## src/rtl/par_collector.sv

```systemverilog
// rtl/par_collector.sv - request/wait/capture collector assembling NIBBLES nibbles into one word
// Optional sequence checker is compiled in when SEQ_CHECK_EN is defined.

module par_collector #(
    parameter int NIBBLES  = 4,
    parameter int WAIT_CYC = 2
) (
    input  logic                 sclk,
    input  logic                 rst,
    input  logic                 en,
    input  logic [3:0]           data,
    output logic                 ask_for_data,
    output logic [4*NIBBLES-1:0] word_out,
    output logic                 word_valid,
    input  logic                 word_ready,
    output logic                 seq_err
);

    localparam int AW = 4 * NIBBLES;
    localparam int CW = $clog2(NIBBLES + 1);

    typedef enum logic [2:0] {
        IDLE,
        REQ,
        WAIT,
        CAPT,
        OUT
    } state_t;

    state_t        state;
    state_t        state_nx;
    logic [3:0]    wait_cnt;
    logic [CW-1:0] nib_cnt;
    logic [AW-1:0] asm_reg;
    logic [AW-1:0] asm_nx;
    logic          last_nib;

    assign last_nib = (nib_cnt == CW'(NIBBLES - 1));
    assign asm_nx   = (asm_reg << 4) | AW'(data);

    always_comb begin
        state_nx = state;
        case (state)
            IDLE: if (en) state_nx = REQ;
            REQ:  state_nx = WAIT;
            WAIT: if (wait_cnt == 4'd0) state_nx = CAPT;
            CAPT: state_nx = last_nib ? OUT : REQ;
            OUT:  if (word_ready) state_nx = IDLE;
            default: state_nx = IDLE;
        endcase
    end

    always_ff @(posedge sclk or negedge rst) begin
        if (!rst) begin
            state <= IDLE;
        end else begin
            state <= state_nx;
        end
    end

    // Pulse is the registered image of REQ, so it never depends on en combinationally.
    always_ff @(posedge sclk or negedge rst) begin
        if (!rst) begin
            ask_for_data <= 1'b0;
        end else begin
            ask_for_data <= (state == REQ);
        end
    end

    always_ff @(posedge sclk or negedge rst) begin
        if (!rst) begin
            wait_cnt <= 4'd0;
            nib_cnt  <= '0;
            asm_reg  <= '0;
        end else begin
            case (state)
                REQ:  wait_cnt <= 4'(WAIT_CYC - 1);
                WAIT: if (wait_cnt != 4'd0) wait_cnt <= wait_cnt - 4'd1;
                CAPT: begin
                    asm_reg <= asm_nx;
                    nib_cnt <= nib_cnt + CW'(1);
                end
                OUT:  if (word_ready) nib_cnt <= '0;
                default: ;
            endcase
        end
    end

    // word_out only changes when a full word is loaded; partial assembly stays internal.
    always_ff @(posedge sclk or negedge rst) begin
        if (!rst) begin
            word_out   <= '0;
            word_valid <= 1'b0;
        end else if (state == CAPT && last_nib) begin
            word_out   <= asm_nx;
            word_valid <= 1'b1;
        end else if (state == OUT && word_ready) begin
            word_valid <= 1'b0;
        end
    end

`ifdef SEQ_CHECK_EN
    logic [3:0] prev_nib;
    logic       hist_valid;
    logic       seq_err_r;

    // History survives word boundaries; only reset forgets it.
    always_ff @(posedge sclk or negedge rst) begin
        if (!rst) begin
            prev_nib   <= 4'd0;
            hist_valid <= 1'b0;
            seq_err_r  <= 1'b0;
        end else if (state == CAPT) begin
            prev_nib   <= data;
            hist_valid <= 1'b1;
            if (hist_valid && data != (prev_nib + 4'd1)) seq_err_r <= 1'b1;
        end
    end

    assign seq_err = seq_err_r;
`else
    assign seq_err = 1'b0;
`endif

endmodule

```

## config.mk

```make
export PLATFORM = sky130hd
export DESIGN_NAME = par_collector
export DESIGN_NICKNAME = d
export VERILOG_FILES = /design/src/rtl/par_collector.sv
export SDC_FILE = /design/constraint.sdc
export NUM_CORES = 1
export LEC_CHECK = 0
export BUFFER_PORTS_ARGS = -buffer_cell sky130_fd_sc_hd__buf_2
export CAP_MARGIN = 20
export CORE_ASPECT_RATIO = 0.5
export CORE_MARGIN = 4
export CORE_UTILIZATION = 35
export DETAILED_ROUTE_END_ITERATION = 12
export GPL_ROUTABILITY_DRIVEN = 0
export SETUP_SLACK_MARGIN = 0.15
export SYNTH_ARGS = -nofsm -noshare
export SYNTH_HDL_FRONTEND = slang
export SYNTH_SLANG_ARGS = --single-unit
```

## constraint.sdc

```tcl
create_clock -name sclk -period 2.85 [get_ports sclk]
set_input_delay 0.57 -clock sclk [delete_from_list [all_inputs] [get_ports sclk]]
set_output_delay 0.57 -clock sclk [all_outputs]
set_load 0.02 [all_outputs]
```

Word-level counts from Yosys, hierarchy flattened
Index checks and enable logic that the tools add are counted.
{"block": "totals", "ff_bits": 40, "inputBits": 8, "output_inout_bits": 19, "word_cells": 40}
{"block": "op_classes", "n_addsub": 2, "n_eq_ne": 9, "mux": 10, "bitwise": 1, "n_reduce_logical": 11}
{"op": "$or 16x4->16", "count": 1}
{"op": "$pmux 3 s5", "count": 1}
{"op": "$mux 3", "count": 4}
{"op": "$eq 3x2->1 const B", "count": 3}
{"op": "$ne 2x2->1 const B", "count": 4}
{"op": "$pmux 4 s2", "count": 1}
{"op": "$pmux 3 s2", "count": 1}
{"op": "$reduce_bool 2->1", "count": 3}
{"op": "$logic_not 4->1", "count": 1}
{"op": "$mux 4", "count": 1}
{"op": "$reduce_and 2->1", "count": 2}
{"op": "$reduce_bool 4->1", "count": 1}
{"op": "$sub 4x1->4 const B", "count": 1}
{"op": "$add 3x1->3 const B", "count": 1}
{"op": "$eq 3x1->1 const B", "count": 1}
{"op": "$eq 3x3->1 const B", "count": 1}
{"op": "$logic_not 3->1", "count": 1}
{"op": "$reduce_and 3->1", "count": 1}
{"op": "$logic_and 1x1->1", "count": 2}
{"op": "$mux 1", "count": 2}

Longest topological paths before layout
{"block": "logic_depth", "word_depth": 4, "ltp_mapped": 6, "depth_no_buf": 5}

Worst setup path after synthesis
Ideal clock, no wire load.
{"block": "synth_timing", "kind": "reg2reg", "startpoint": "reg nib_cnt[0]", "endpoint": "reg word_out[10]", "setup_ns": 0.125, "arrival_time_ns": 1.404, "required_ns": 2.725, "setup_slack_ns": 1.321, "path_stages_with_launch": 6, "n_path_buf": 1, "period_less_slack_ns": 1.529, "cell_sequence": "dfrtp_1 -> ha_1 -> ha_1 -> nand3_4 -> buf_6 -> mux2_4"}
{"block": "synth_via", "elab_chain_len": 2}
{"item": "from (decl)", "line_no": "33", "source": "logic [CW-1:0] nib_cnt;"}
{"item": "from (signal assigned)", "line_no": "81", "source": "nib_cnt <= nib_cnt + CW'(1);"}
{"item": "$eq 3x2->1", "line_no": "38", "source": "assign last_nib = (nib_cnt == CW'(NIBBLES - 1));"}
{"item": "$logic_and 1x1->1", "line_no": "94", "source": "end else if (state == CAPT && last_nib) begin"}
{"item": "to (signal assigned)", "line_no": "95", "source": "word_out <= asm_nx;"}
{"item": "to (decl)", "line_no": "13", "source": "output logic [4*NIBBLES-1:0] word_out,"}
Every way passes these cells.
A chain may end at the register's enable or synchronous reset.

Worst setup path after layout
{"block": "layout_timing", "startpoint": "reg state[0]", "endpoint": "reg asm_reg[10]"}
{"block": "layout_via", "elab_chain_len": 1}
{"item": "from (decl)", "line_no": "30", "source": "state_t state;"}
{"item": "from (signal assigned)", "line_no": "57", "source": "state <= state_nx;"}
{"item": "$eq 3x2->1", "line_no": "76", "source": "case (state)"}
{"item": "to (signal assigned)", "line_no": "80", "source": "asm_reg <= asm_nx;"}
{"item": "to (decl)", "line_no": "34", "source": "logic [AW-1:0] asm_reg;"}
Every way passes these cells.

==> flow_metrics.tcl <==
set metrics [dict create \
    yosysTopAreaCellShare 0.572 \
    powerDensity_nw_per_um2 1260 \
    largest_register_ffs 16 \
    max_freq_mhz 552 \
    finClkSkew_ps 3.44 \
    clk_latency_ps 290 \
    cpMaxStageDelayCell "dfrtp_1" \
    crit_family "flip-flops" \
    remaining_drc_errors 0 \
    postCtsHoldBufs 0 \
    grt_max_degree 41 \
    synth_seq_cells 40 \
    synth-seq-area-share 0.572 \
    syn_inst 123 \
    cp_slowest_stage_delay_ps 690 \
    clk_path_buf_depth 2 \
    arrival_ps 1980 \
    clk_pin_slew_worst_paths_ps 80 \
    layout_setup_ws_ps 1040 \
    cap_violations 0 \
    vias 1016 \
    synth-edff-count 0 \
    num_antenna_cells 0 \
    wire_per_inst_um 13.3 \
    track_usage 0.102 \
    first_pass_iters 4 \
    end_kind "flip-flop" \
    die_w_um 108 \
    synthArstFlopShare 1.00 \
    post_cts_resized 0 \
    clockRootBuffer "clkbuf_8" \
    critical_path_class "flip-flop to flip-flop" \
    io_buffers 25 \
    power.leakage_nw 0.983 \
    combPwrFrac 0.379 \
    yosysUniqueCellTypes 31 \
    die_h_um 58.0 \
    min_path_type "input pin to asynchronous set/reset pin" \
    numClockSinks 40 \
    synth_area_per_cell_um2 14.2 \
    rsz0062_at_grt "no" \
    critPathLaunchType "flip-flop" \
    synth_top_area_cell "dfrtp_1" \
    synth_most_common_cell "dfrtp_1" \
    grt_pass1_wl_um 4940 \
    tightest_slew_ps 861 \
    antenna_found_initial 0 \
    h-tree-depth 2 \
    ys_warn_count 0 \
    numCtsBuffers 5 \
    critPathRequiredTime_ps 3020 \
    io-pin-count 27 \
    synth-main-ff-cell "dfrtp_1" \
    drt_iter0_markers 31 \
    die_area_um2 6270 \
    dp.cells 208 \
    pre_cts_ws_ps 1030 \
    initial_core_util 0.379 \
    routed_wl_um 2860 \
    area_growth_pct 16.2 \
    final_util 0.441 \
    p_sw_frac 0.339 \
    hold_violations 0 \
    nets 161 \
    drive_above_1_share 0.436 \
    setup_viol 0 \
    dpl_cell_area_um2 1910 \
    fin_setup_tns_ps 0 \
    cts_post_setup_buffers_inserted 0 \
    p_clk_frac 0.209 \
    power_frac_seq 0.412 \
    critical_path.max_fanout 16 \
    place_hpwl_um 1970 \
    outcome "completed" \
    min_period_over_period 0.635 \
    period_minus_slack_ps 1810 \
    synthTopCellsByCount "dfrtp_1, mux2_2, mux2_4" \
    fp-row-count 17 \
    ir_drop_mv 0.459 \
    syn_area_um2 1750 \
    slew_headroom 0.426 \
    final_cells 215 \
    cp_num_cells 2 \
    grt_pass1_vias 1022 \
    netlist_top_cells_area "dfrtp_1, mux2_2, mux2_4" \
    cts_tree "done" \
    slew_violations 0 \
    p_int_mw 1.69 \
    r2r_cells 2 \
    core_region_area_um2 4620 \
    design_area_um2 2030 \
    syn_nets 135 \
    crit_chain "nand3b_1, mux2_2" \
    gr-total-overflow 0 \
    switchingPower_mw 0.867 \
    crit_buf_inv 0 \
    drt-vias-per-instance 4.73 \
    antenna_left 0 \
]
kinds of logic after synthesis:
| family | Yosys count | synth area share |
|---|---|---|
| compound gates | 12 | 0.0436 |
| flops | 40 | 0.572 |
| mux | 32 | 0.222 |
| xor+xnor | 1 | 0.00500 |
| simple gates | 21 | 0.0836 |
| fa+ha+maj | 4 | 0.0286 |
| other cells | 1 | 0.00214 |
| buf+inv | 12 | 0.0429 |
worst paths after layout:
path	startpoint	end	slack (ps)
max reg2reg	state[0]$_DFFE_PN0P_	asm_reg[10]$_DFFE_PN0P_	1040
min in group sclk	word_ready	state[2]$_DFFE_PN0P_	460
min reg2reg	word_out[1]$_DFFE_PN0P_	word_out[1]$_DFFE_PN0P_	510
max	state[0]$_DFFE_PN0P_	asm_reg[10]$_DFFE_PN0P_	1040
max in group asynchronous	rst	state[0]$_DFFE_PN0P_	1920
min	rst	word_out[1]$_DFFE_PN0P_	390
layout make-up:
| type | count | area [um2] |
|---|---|---|
| repair buffers | 25 | 125 |
| fillers | 429 | 2580 |
| inverters | 6 | 22.5 |
| multi-input cells | 71 | 674 |
| flip-flops and latches | 40 | 1000 |
| well taps | 66 | 82.6 |
| clock inverters | 2 | 60.1 |
| clock buffers | 5 | 68.8 |
cell usage in the layout (no fill, tap or decap), drive strengths merged, types with 2 or more instances in the layout:
cell type	n
dfrtp	40
inv	6
nand2	2
bufinv	2
ha	4
nand3b	2
clkbuf	5
o22ai	2
nor2	7
mux2i	4
a21oi	5
buf	25
mux2	28
power groups by stage:
stage	logic, mW	registers, mW	clock network [mW]
finish	0.970	1.05	0.535
global route	1.06	1.10	0.575
CTS	0.988	1.06	0.550
detailed placement	0.985	1.07	0
global placement	0.963	1.06	0
floorplan	0.681	1.15	0
per-layer routing:
metal  wire length [um]  share of wire  global-route usage  vias to the layer above
met4                 48          0.017              0.0486                        0
met5                  0              0                   0                        -
li1                   -              -                   -                      482
met3                111          0.039              0.0367                        6
met1               1410           0.49               0.137                      509
met2               1290           0.45               0.149                       19
through the flow:
| stage | power [mW] | hold slack [ps] |
|---|---|---|
| global route | 2.74 | 461 |
| CTS | 2.59 | 428 |
| global placement | 2.02 | 482 |
| finish | 2.56 | 393 |
| detailed placement | 2.05 | 491 |
| floorplan | 1.83 | 274 |
(Power assumes the default switching activity.)
